## src/rtl/rc4_decrypt_core.sv

```systemverilog
// rc4_decrypt_core
//   RC4 stream decryptor driving three external synchronous memories. A run
//   builds the 256-byte state table S (INIT), mixes in the key (KSA), then
//   generates one keystream byte per message byte (PRGA). Each keystream byte
//   is XORed with the encrypted ROM byte and written to the decrypted RAM.
//
//   Every external memory has a 1-cycle registered read: an address launched
//   at edge N is sampled by the memory at edge N+1. Its data is consumed at
//   edge N+2. Each read therefore has a launch state, a wait state and a
//   capture state.
//
// Parameters
//   KEY_BYTES  key length in bytes (1..32)
//   MSG_LEN    message length in bytes (1..256)
//
// Ports
//   clk, reset_n            clock, asynchronous active-low reset
//   start                   begin a run (accepted only while idle)
//   secret_key              key, byte 0 in the most significant position
//   busy, done, valid       run in progress / 1-cycle completion / plausibility
//   s_addr, s_wdata, s_wren, s_rdata   S-table RAM (256 x 8)
//   m_addr, m_rdata                    encrypted message ROM
//   d_addr, d_wdata, d_wren            decrypted message RAM
//
// Build option
//   RC4_VALID_CHECK_EN  when defined, each plaintext byte must be a lowercase
//                       letter or a space. The first failing byte is not
//                       written, and the run ends with valid=0. When the macro
//                       is undefined, every byte is written and valid equals
//                       done.

module rc4_decrypt_core #(
   parameter int unsigned KEY_BYTES = 3,
   parameter int unsigned MSG_LEN   = 32,
   localparam int unsigned MAW      = (MSG_LEN > 1) ? $clog2(MSG_LEN) : 1
) (
   input  logic                   clk,
   input  logic                   reset_n,
   input  logic                   start,
   input  logic [KEY_BYTES*8-1:0] secret_key,
   output logic                   busy,
   output logic                   done,
   output logic                   valid,
   output logic [7:0]             s_addr,
   output logic [7:0]             s_wdata,
   output logic                   s_wren,
   input  logic [7:0]             s_rdata,
   output logic [MAW-1:0]         m_addr,
   input  logic [7:0]             m_rdata,
   output logic [MAW-1:0]         d_addr,
   output logic [7:0]             d_wdata,
   output logic                   d_wren
);

   localparam int unsigned KIW = (KEY_BYTES > 1) ? $clog2(KEY_BYTES) : 1;
   localparam logic [KIW-1:0] LastKeyIdx = KIW'(KEY_BYTES - 1);
   localparam logic [MAW-1:0] LastK      = MAW'(MSG_LEN - 1);

   typedef enum logic [4:0] {
      StIdle,
      StInit,
      StKsaRdI,
      StKsaWaitI,
      StKsaGetI,
      StKsaWaitJ,
      StKsaGetJ,
      StKsaWrJ,
      StPrgaRdI,
      StPrgaWaitI,
      StPrgaGetI,
      StPrgaWaitJ,
      StPrgaGetJ,
      StPrgaWrJ,
      StPrgaRdF,
      StPrgaWaitF,
      StPrgaGetF,
      StDone
   } state_t;

   state_t                 state_q;
   logic [KEY_BYTES*8-1:0] key_q;
   logic [KIW-1:0]         key_idx_q;   // tracks i mod KEY_BYTES without a divider
   logic [7:0]             i_q;
   logic [7:0]             j_q;
   logic [MAW-1:0]         k_q;
   logic [7:0]             si_q;        // S[i] held across the swap
   logic [7:0]             sum_q;       // S[i]+S[j], the keystream lookup index
   logic [7:0]             m_q;         // ciphertext byte for the current k
   logic                   pass_q;      // no plaintext byte has failed the check
   logic                   busy_q;
   logic                   done_q;
   logic                   valid_q;
   logic [7:0]             s_addr_q;
   logic [7:0]             s_wdata_q;
   logic                   s_wren_q;
   logic [MAW-1:0]         m_addr_q;
   logic [MAW-1:0]         d_addr_q;
   logic [7:0]             d_wdata_q;
   logic                   d_wren_q;

   // Key bytes in index order: key_arr[0] is the most significant byte.
   logic [7:0] key_arr [KEY_BYTES];
   for (genvar g = 0; g < KEY_BYTES; g++) begin : g_key
      assign key_arr[g] = key_q[8*(KEY_BYTES-1-g) +: 8];
   end

   logic [7:0] key_byte;
   logic [7:0] i_inc;
   logic [7:0] j_ksa;
   logic [7:0] j_prga;
   logic [7:0] plain;
   logic       plain_ok;

   always_comb begin
      key_byte = key_arr[key_idx_q];
      i_inc    = i_q + 8'd1;
      j_ksa    = j_q + s_rdata + key_byte;
      j_prga   = j_q + s_rdata;
      plain    = s_rdata ^ m_q;
   end

`ifdef RC4_VALID_CHECK_EN
   assign plain_ok = ((plain >= 8'h61) && (plain <= 8'h7A)) || (plain == 8'h20);
`else
   assign plain_ok = 1'b1;
`endif

   always_ff @(posedge clk or negedge reset_n) begin
      if (!reset_n) begin
         state_q   <= StIdle;
         key_q     <= '0;
         key_idx_q <= '0;
         i_q       <= '0;
         j_q       <= '0;
         k_q       <= '0;
         si_q      <= '0;
         sum_q     <= '0;
         m_q       <= '0;
         pass_q    <= 1'b0;
         busy_q    <= 1'b0;
         done_q    <= 1'b0;
         valid_q   <= 1'b0;
         s_addr_q  <= '0;
         s_wdata_q <= '0;
         s_wren_q  <= 1'b0;
         m_addr_q  <= '0;
         d_addr_q  <= '0;
         d_wdata_q <= '0;
         d_wren_q  <= 1'b0;
      end else begin
         case (state_q)
            StIdle: begin
               done_q <= 1'b0;
`ifndef RC4_VALID_CHECK_EN
               valid_q <= 1'b0;
`endif
               if (start) begin
                  key_q   <= secret_key;
                  busy_q  <= 1'b1;
                  valid_q <= 1'b0;
                  pass_q  <= 1'b1;
                  i_q     <= '0;
                  state_q <= StInit;
               end
            end

            // S[i] = i, one write per cycle; i wraps back to 0 for KSA.
            StInit: begin
               s_wren_q  <= 1'b1;
               s_addr_q  <= i_q;
               s_wdata_q <= i_q;
               i_q       <= i_inc;
               if (i_q == 8'd255) begin
                  j_q       <= '0;
                  key_idx_q <= '0;
                  state_q   <= StKsaRdI;
               end
            end

            StKsaRdI: begin
               s_wren_q <= 1'b0;
               s_addr_q <= i_q;
               state_q  <= StKsaWaitI;
            end
            StKsaWaitI: state_q <= StKsaGetI;
            StKsaGetI: begin
               si_q      <= s_rdata;
               j_q       <= j_ksa;
               s_addr_q  <= j_ksa;
               key_idx_q <= (key_idx_q == LastKeyIdx) ? '0 : key_idx_q + KIW'(1);
               state_q   <= StKsaWaitJ;
            end
            StKsaWaitJ: state_q <= StKsaGetJ;
            // Swap: S[i] <= S[j] now, S[j] <= old S[i] next cycle. With i==j
            // both writes store the same byte, so S is unchanged.
            StKsaGetJ: begin
               s_wren_q  <= 1'b1;
               s_addr_q  <= i_q;
               s_wdata_q <= s_rdata;
               state_q   <= StKsaWrJ;
            end
            StKsaWrJ: begin
               s_wren_q  <= 1'b1;
               s_addr_q  <= j_q;
               s_wdata_q <= si_q;
               i_q       <= i_inc;
               if (i_q == 8'd255) begin
                  j_q     <= '0;
                  k_q     <= '0;
                  state_q <= StPrgaRdI;
               end else begin
                  state_q <= StKsaRdI;
               end
            end

            // The ciphertext read is launched alongside the S[i] read.
            StPrgaRdI: begin
               s_wren_q <= 1'b0;
               d_wren_q <= 1'b0;
               i_q      <= i_inc;
               s_addr_q <= i_inc;
               m_addr_q <= k_q;
               state_q  <= StPrgaWaitI;
            end
            StPrgaWaitI: state_q <= StPrgaGetI;
            StPrgaGetI: begin
               si_q     <= s_rdata;
               m_q      <= m_rdata;
               j_q      <= j_prga;
               s_addr_q <= j_prga;
               state_q  <= StPrgaWaitJ;
            end
            StPrgaWaitJ: state_q <= StPrgaGetJ;
            StPrgaGetJ: begin
               sum_q     <= si_q + s_rdata;
               s_wren_q  <= 1'b1;
               s_addr_q  <= i_q;
               s_wdata_q <= s_rdata;
               state_q   <= StPrgaWrJ;
            end
            StPrgaWrJ: begin
               s_wren_q  <= 1'b1;
               s_addr_q  <= j_q;
               s_wdata_q <= si_q;
               state_q   <= StPrgaRdF;
            end
            // The swap's last write lands on this edge, before the lookup is
            // sampled, so the lookup reads the post-swap table.
            StPrgaRdF: begin
               s_wren_q <= 1'b0;
               s_addr_q <= sum_q;
               state_q  <= StPrgaWaitF;
            end
            StPrgaWaitF: state_q <= StPrgaGetF;
            StPrgaGetF: begin
               if (!plain_ok) begin
                  pass_q  <= 1'b0;
                  state_q <= StDone;
               end else begin
                  d_wren_q  <= 1'b1;
                  d_addr_q  <= k_q;
                  d_wdata_q <= plain;
                  if (k_q == LastK) begin
                     state_q <= StDone;
                  end else begin
                     k_q     <= k_q + MAW'(1);
                     state_q <= StPrgaRdI;
                  end
               end
            end

            StDone: begin
               d_wren_q <= 1'b0;
               s_wren_q <= 1'b0;
               done_q   <= 1'b1;
               busy_q   <= 1'b0;
               valid_q  <= pass_q;
               state_q  <= StIdle;
            end

            default: state_q <= StIdle;
         endcase
      end
   end

   assign busy    = busy_q;
   assign done    = done_q;
   assign valid   = valid_q;
   assign s_addr  = s_addr_q;
   assign s_wdata = s_wdata_q;
   assign s_wren  = s_wren_q;
   assign m_addr  = m_addr_q;
   assign d_addr  = d_addr_q;
   assign d_wdata = d_wdata_q;
   assign d_wren  = d_wren_q;

endmodule

```

## config.mk

```make
export PLATFORM = sky130hd
export DESIGN_NAME = rc4_decrypt_core
export DESIGN_NICKNAME = d
export VERILOG_FILES = /design/src/rtl/rc4_decrypt_core.sv
export SDC_FILE = /design/constraint.sdc
export NUM_CORES = 1
export LEC_CHECK = 0
export CORE_MARGIN = 2
export CORE_UTILIZATION = 56
export CTS_CLUSTER_DIAMETER = 200
export DETAILED_ROUTE_END_ITERATION = 10
export PLACE_DENSITY_LB_ADDON = 0.2
export SYNTH_ARGS = -nofsm -noshare
export SYNTH_HDL_FRONTEND = slang
export SYNTH_SLANG_ARGS = --single-unit
```

## constraint.sdc

```tcl
create_clock -name clk -period 3.7 [get_ports clk]
set_clock_uncertainty 0.15 [all_clocks]
set_input_delay 0.74 -clock clk [delete_from_list [all_inputs] [get_ports clk]]
set_output_delay 0.74 -clock clk [all_outputs]
set_load 0.1 [all_outputs]
```

Word level (Yosys, flattened, before mapping)
Cells that the tools add are included.
Storage, ports and cells
  register bits after elaboration: 116
  input bits: 43
  output and inout bits: 39
  word-level logic and storage cells: 106
Cells by class
  add/subtract/negate cells: 6
  order comparisons: 1
  equal/unequal tests: 25
  muxes and demuxes: 26
  bitwise operators: 2
  reduce and logical (&&, ||, !) cells: 26
Operators with widths (count)
  case mux 5 bit (17 select lines): 1
  case mux 8 bit (3 select lines): 2
  case mux 8 bit (6 select lines): 1
  equality test 5 x 4 -> 1 bit (second input constant): 8
  2-to-1 mux 8 bit: 4
  2-to-1 mux 5 bit: 5
  adder 8 bit: 3
  equality test 5 x 3 -> 1 bit (second input constant): 4
  binary-select mux 8 bit (select 2 bit): 1
  case mux 8 bit (2 select lines): 1
  equality test 5 bit (second input constant): 3
  AND reduction 2 bit: 6
  nonzero test 2 bit: 6
  equality test 5 x 2 -> 1 bit (second input constant): 2
  case mux 1 bit (2 select lines): 5
  case mux 5 bit (2 select lines): 1
  OR reduction 2 bit: 5
  adder 8 x 1 -> 8 bit (second input constant): 1
  equality test 8 bit (second input constant): 1
  != test 2 bit (second input constant): 4
  OR reduction 4 bit: 2
  bitwise XOR 8 bit: 1
  nonzero test 3 bit: 2
  nonzero test 6 bit: 1
  15 further kinds: 16

Longest topological paths before layout
  depth after elaboration: 6
  gate-level depth with buffers: 17

Worst setup path after synthesis
OpenSTA, ideal clock, no wires.
  kind: input-to-reg
  from: input port s_rdata[0]
  to: register s_addr_q[6] (netlist: s_addr[6])
  arrival time: 3.255 ns
  setup slack: 0.157 ns
  stages on the path: 16
  buffers on the path: 0
  cell sequence: ha_1 -> inv_1 -> fa_1 -> nor2b_1 -> o21ai_1 -> nand2b_1 -> a31oi_1 -> xor2_1 -> inv_1 -> ha_1 -> inv_1 -> nand2_1 -> a21oi_2 -> a2111oi_4 -> nor2_1 -> or4_1
On the way
  longest elaborated chain between the ends: 3
Ends and longest elaborated chain
  from (decl): RTL line 47  | input logic [7:0] s_rdata,
  adder 8 bit (*): RTL line 117, 118
  adder 8 bit: RTL line 117  | j_ksa = j_q + s_rdata + key_byte;
  case mux 8 bit (6 select lines) (*): RTL line 151  | case (state_q)
  to (signal assigned): RTL line 170  | s_addr_q <= i_q;
  to (signal assigned): RTL line 182  | s_addr_q <= i_q;
  to (signal assigned): RTL line 189  | s_addr_q <= j_ksa;
  to (decl): RTL line 93  | logic [7:0] s_addr_q;
Mark *: on every way between the ends. The rest lies on a longest branch, timed or not.
A chain may end at the register's enable or synchronous reset.

Final worst setup path
  from: input port s_rdata[0]
  to: register j_q[5]
On the way
  longest elaborated chain between the ends: 3
Ends and longest elaborated chain
  adder 8 bit (*): RTL line 117, 118
  adder 8 bit: RTL line 117
  case mux 8 bit (3 select lines) (*): RTL line 151
  to (signal assigned): RTL line 188  | j_q <= j_ksa;
  to (signal assigned): RTL line 229  | j_q <= j_prga;
  to (decl): RTL line 84  | logic [7:0] j_q;
Marks and branches as above.

==> summary.txt <==
Synthesis
  – Number of synthesized register bits: about 120
  – Largest family of logic cells by synthesized area: compound AO/OA/AOI/OAI gates
  – Gate Count Post-Synth: 669
  – Post-synth net total: 740
  – Ys flop type: dfrtp_1
  – Synth top area cells: dfrtp_1 45%, mux2_2 7.3%, nand2_1 5.7%, o21ai_0 5.3%, ha_1 4.8%
  – Synth Area in Simple Gates: about 16%
  – Area fraction of the dominant cell type after synthesis: about 45%
  – Synth warn: 0
  – Adder-Cell Fraction of Synth Area: between 5 and 6%
  – Mux contribution to synthesized area: 8.81%
  – Asr flop ratio synth: 100%
  – Netlist cell types: 63
  – Synth Area in XOR/XNOR: 4.44%
  – Cell taking the most area after synthesis: dfrtp_1
  – Syn Area/Cell: 9.73 µm²
  – Sequential share of the synthesized area: 44.6%
  – EDFF count, synth: 0
  – Commonest cells post-synth: 116 x dfrtp_1, 99 x nand2_1, 69 x o21ai_0, 47 x nor2_1, 42 x mux2_2
  – Synth Area in Compound Gates: between 10% and 20%
  – Most common cell in the netlist: dfrtp_1
  – Mapped Area: 6510 µm²

Setup path
  – Reg2reg setup slack: 0.36 ns
  – Bufs and invs on worst path: 4
  – Worst R2R Start: j_q[0]
  – Startpoint Class: input port
  – WP data required: 3.84 ns
  – RR Endpoint: j_q[5]
  – Worst setup path class: input port to flip-flop
  – R2r worst-path depth: 15
  – Nature of the critical path endpoint: flip-flop
  – Worst endpoint data arrival time: 3.68 ns
  – Crit-path slowest cell: fa_2
  – CP top delay family: adder cells
  – Worst-path maximum fanout: 3
  – Slowest stage delay, CP: 0.35 ns
  – CP most frequent cell: buf_4
  – CP cell instances: dlygate4sd2_1 > ha_2 > inv_1 > fa_2 > nor2b_1 > o21ai_1 > nand2b_1 > buf_4 > xor2_2 > ha_1 > buf_4 > nand3_1 > o2111ai_1 > xnor2_1 > o21ai_0 > mux2_2

Drt
  – Total routed wirelength: ~17 mm
  – Post-route DRC: 0
  – Drt pass-1 iters: 5
  – Vias post-DR: 5,467
  – Drt first-iter violations: 467
  – Post-DR vias/cell: 5.87
  – Avg WL per Cell: 17.8 µm
  – Antenna Nets Post-Route: 0

Final layout
  – Post-route cell area: 8190 µm²
  – FF+latch area: 2900 µm²
  – Final #Nets: between 800 and 900
  – Final Non-Filler Cells: about 930
  – Fraction of final layout cells with drive strength greater than 1: 18.3%
  – # diodes: 0
  – Multi-input logic area: 3420 µm²
  – # fillers: 832
  – Area growth from synthesis to layout: 25.9%

Placed design
  – Final GP Congestion: 0.949
  – DPL Wire Length: 12.2 mm
  – Port Buffers: 81
  – Pre-CTS WS: -0.575 ns
  – Placed cell areas: ~7600 µm²
  – Cell count after placement: 904

Clock network
  – Total CTS buffers: 17
  – Clk_lat worst skew: 0.41 ns
  – Root Buffer: clkbuf_16
  – TritonCTS clock tree: yes
  – Bufs on Longest Clock Path: 2
  – Hold-fix buffers at CTS: 0
  – CTS sink cnt: between 100 and 150
  – CTS H-tree depth: 4
  – Worst-path clk slew: 0.05 ns

Timing
  – Fin Setup TNS: 0 ns
  – Min cycle time layout: 3.54 ns
  – Max_slew headroom: 31.0%
  – Worst-margin pin slew: 1.03 ns
  – Hold Slack: 0.208 ns
  – Final setup fails: 0
  – RSZ-0062 raised after global routing: false
  – Final worst slack: approximately 0.16 ns
  – Hold Vio Cnt, Final: 0
  – Fin. max-slew vios: 0
  – Fin crit share: 95.7%
  – Max Fclk: roughly 280 MHz

Floorplan
  – DIE AREA: 12,500 µm²
  – Ports: just over 80
  – Die W: 112 µm
  – Initial Util: 57.2%
  – Die span in y: 112 µm
  – Core Area: between 10,000 and 15,000 µm²
  – Row cnt: 39

Pwr
  – PwrDens: 550 nW/µm²
  – Static leakage: 3.78 nW
  – Worst IR Drop VDD: about 0.5 mV

Worst hold path
  – Hold Crit Class: input port to async pin

Global routing
  – Initial antenna violation count: 0
  – Grt peak-use layer: met2
  – Largest net degree at the start of global routing: 49
  – Grt total ovfl: 0
  – First-pass GRT wire length: ~27 mm
  – Vias in the first global route: between 5,000 and 6,000
  – Gr usage total: 28.1%
  – Met1 Track Usage GR: 37.8%
  – Met2 usage: 45.3%
  – Routing usage on met3: 5.39%

Job
  – Max-Cap Viols: 0

Run status
  – Status: completed
-- registers in the layout (all words and copies together) (netlist names) --
name / flops
key_arr: 24
d_wdata: 8
i_q: 8
j_q: 8
m_q: 8
s_addr: 8
s_wdata: 8
si_q: 8
sum_q: 8
d_addr: 5
k_q: 5
m_addr: 5
state_q: 5
key_idx_q: 2
busy: 1
d_wren: 1
done: 1
pass_q: 1
s_wren: 1
valid: 1
-- cells by family (layout without fill, tap and decap cells) --
kind of cell,Yosys count,after routing
AO/OA/AOI/OAI,172,172
multiplexers,52,52
flip-flops,116,116
adder cells (fa/ha/maj),28,28
AND/OR/NAND/NOR,222,222
buffers and inverters,46,166
XOR/XNOR,33,33
-- cell usage in the layout (no fill, tap or decap), drive strengths merged, types with 16 or more instances in the layout --
cell / count
buf: 48
nor2: 51
inv: 16
nand2: 103
clkdlybuf4s50: 73
dfrtp: 116
o21ai: 75
mux2: 42
xnor2: 23
clkbuf: 26
a21oi: 32
ha: 25
-- cell type report --
| class | instances | area share, % |
|---|---|---|
| repair buffers | 124 | 13.9 |
| clock buffers | 26 | 5.97 |
| multi-input cells | 507 | 41.8 |
| inverters | 16 | 0.733 |
| flip-flops and latches | 116 | 35.4 |
| well taps | 143 | 2.18 |
-- stage by stage --
| step | utilization [%] | power [mW] |
|---|---|---|
| detailed placement | 67.2 | 3.03 |
| finish | 72.1 | 4.51 |
| CTS | 71.6 | 4.46 |
| global placement | 67.2 | 2.99 |
| global route | 72.1 | 4.73 |
| floorplan | - | 2.44 |
-- worst reg2reg max path, stage by stage, from the launching register on --
cell       delay [ns]
dfrtp_1          0.38
ha_2             0.23
inv_1            0.07
fa_2             0.35
nor2b_1          0.12
o21ai_1          0.08
nand2b_1         0.10
buf_4            0.12
xor2_2           0.17
ha_1             0.29
buf_4            0.15
nand3_1          0.14
o2111ai_1        0.16
xnor2_1          0.26
o21ai_0          0.13
mux2_2           0.29
-- routing by layer --
metal / vias up / wire [µm]
met1: 2673 / 7320
li1: 2588 / -
met2: 172 / 8000
met4: 0 / 408
met3: 34 / 837
met5: - / 0
-- report_power, final --
part           switching [mW]  internal (mW)
Clock                   0.506          0.882
Sequential             0.0903           1.36
Combinational           0.946          0.721
-- repair_timing --
| item | CTS | global route |
|---|---|---|
| endpoints found under the setup margin | 5 | 6 |
| setup buffers | 1 | 1 |
| gates cloned | 0 | 0 |
| pin swaps | 2 | 7 |
| resized for setup | 2 | 11 |
-- how the worst max path moves through the flow --
| stage | startpoint | to | slack, ns | depth (start not counted) |
|---|---|---|---|---|
| 2_1_floorplan | s_rdata[0] | s_addr[6] | 0.16 | 16 |
| 3_3_place_gp | s_rdata[0] | s_addr[6] | -0.49 | 17 |
| 3_5_place_dp | s_rdata[0] | s_addr[6] | -0.58 | 17 |
| 4_1_cts | s_rdata[1] | s_addr[6] | 0.01 | 16 |
| 5_1_grt | s_rdata[0] | s_addr[6] | 0.01 | 16 |
| 6_report | s_rdata[0] | j_q[5] | 0.16 | 16 |
(Power assumes the default switching activity.)
==> edit (config.mk and constraints unchanged) <==
The option `RC4_VALID_CHECK_EN` is turned on by a define.
--- a/src/rtl/rc4_decrypt_core.sv
+++ b/src/rtl/rc4_decrypt_core.sv
@@ -28,6 +28,8 @@
 //                       written, and the run ends with valid=0. When the macro
 //                       is undefined, every byte is written and valid equals
 //                       done.
+
+`define RC4_VALID_CHECK_EN
 
 module rc4_decrypt_core #(
    parameter int unsigned KEY_BYTES = 3,
Behaviour: no difference found for any inputs over 10 cycles, from zero or initial values and one cycle with reset_n low; that may be too few to reach the edited logic, so the function may still have changed.
==> edit against the unedited design <==
Routed wire length grew 3.8%. Design area grew 0.53%. Highest routed layer unchanged. Register-to-register slack gained 0.16 ns. Critical path depth shrank 3. Sequential cell count is the same. Synthesized area grew 0.98%. Maximum frequency grew 0.58%. Non-clock buffer count shrank 14. Critical endpoint is now s_addr[6]$_DFFE_PN0P_. Setup slack gained 0.021 ns.
Power is not compared: it rests on default switching activity, and its combinational part moved more than twofold at a synthesized area within 25%.
==> edit: results (changes against the unedited design) <==
[sta]
tightest_slew_ns = 1.01  ; -0.0214 ns
fin_tns_setup_ns = 0  ; unchanged
timing.hold.ws_ns = 0.261  ; +0.0526 ns

[route]
drtIter0Drc = 454  ; -2.8%
drt-vias-per-instance = 5.96  ; +1.6%
wl_per_cell_microns = 18.4  ; +3.5%
first_pass_iters = 6  ; +1

[placement]
dp.cells = 904  ; unchanged
dpl.hpwl_mm = 12.4  ; +1.8%
dpl_cell_area_sq_mm = 0.00761  ; -0.39%
pre_cts_ws_ns = -0.404  ; +0.172 ns
place_congestion = 0.965  ; +1.7%

[clocking]
cts_buffers = 17  ; unchanged
clockRootBuffer = clkbuf_16
h-tree-depth = 4  ; unchanged
clkTransAtPathRegs_ns = 0.05  ; about the same
post-cts-setup-buffers = 0  ; -1

[synthesis]
synth_cell_types = 59  ; -6.3%
synthMuxAreaShare_pct = 10.2  ; +1.4 points
synth-xor-area-share_pct = 3.87  ; -0.58 points
ys.flop_type = dfrtp_1
ys_seq_area_share_pct = 44.2  ; -0.43 points
synthAdderAreaFrac_pct = 5.48  ; -0.25 points
yosysMostFrequentCell = nand2_1
async_reset_ff_share_pct = 100  ; unchanged
netlist_top_cells_count = nand2_1 (119), dfrtp_1 (116), o21ai_0 (38), nor2_1 (37), a21oi_1 (36)
syn-num-nets = 757  ; +2.3%
synth_compound_area_share_pct = 16.4  ; -0.49 points
synth.avg_cell_area_sq_um = 9.57  ; -1.7%
synthTopCellsByArea = dfrtp_1 (44%), nand2_1 (6.8%), mux2_2 (5.3%)

[setup_path]
r2r_start = key_idx_q[1]$_DFFE_PN0P_
r2r_setup_slack_ns = 0.52  ; +0.16 ns
cp_max_fo = 4  ; +1
r2r_end = s_addr[7]$_DFFE_PN0P_
slowest_stage = clkdlybuf4s50_1
r2r_cells = 10  ; -5
worstSetupEndpoint = s_addr[6]$_DFFE_PN0P_
crit_arrival_ns = 3.67  ; about the same
critPathTopFamily = compound AO/OA/AOI/OAI gates
slowest_delay_ns = 0.56  ; +0.21 ns
cp-start-kind = primary input
worstSetupStartpoint = s_rdata[1]

[pwr]
p_leak_uw = 0.00379
irDropWorstVdd_uv = 896

[grt]
grt_pass1_wl_mm = 28.2  ; +2.5%
track_usage_pct = 28.5  ; +0.42 points
grt_max_degree = 62  ; +27%

[run_status]
status = finished clean

[cells_and_area]
fillers = 844  ; +1.4%
fin_cells = 935  ; +0.32%
layout-drive-gt1-share_pct = 13.3  ; -5.0 points
fin_nets = 850  ; -0.35%

-- edit: cell count changes after synthesis, sizes merged, moves of 7 or more --
cell    delta
o21ai     -21
nand2     +16
mux2i     +10
clkbuf     +9
a22oi      -7
nor2      -14
xnor2     -10
-- edit: per-layer routing --
metal  share of wire [%]  GRT usage [%]
met3                 7.2           8.21
met2                  46           43.7
met4                 2.2           10.3
met5                   0              0
met1                  44           39.1
-- edit: power breakdown --
part           switching, uW  internal, uW
registers                435          1690
logic                   2620          1660
clock network            572          1150
-- edit: layout make-up --
cell class / count / share of cell area, %
multi-input cells: 516 / 41.7
well taps: 143 / 2.17
repair buffers: 110 / 12.5
clock buffers: 21 / 5.59
inverters: 19 / 0.866
clock inverters: 10 / 1.88
flip-flops and latches: 116 / 35.2
-- edit: what timing repair did --
| action | in CTS | in global routing |
|---|---|---|
| gates resized for setup | 0 | 3 |
| endpoints found under the setup margin | 0 | 4 |
| hold buffers | 0 | 0 |
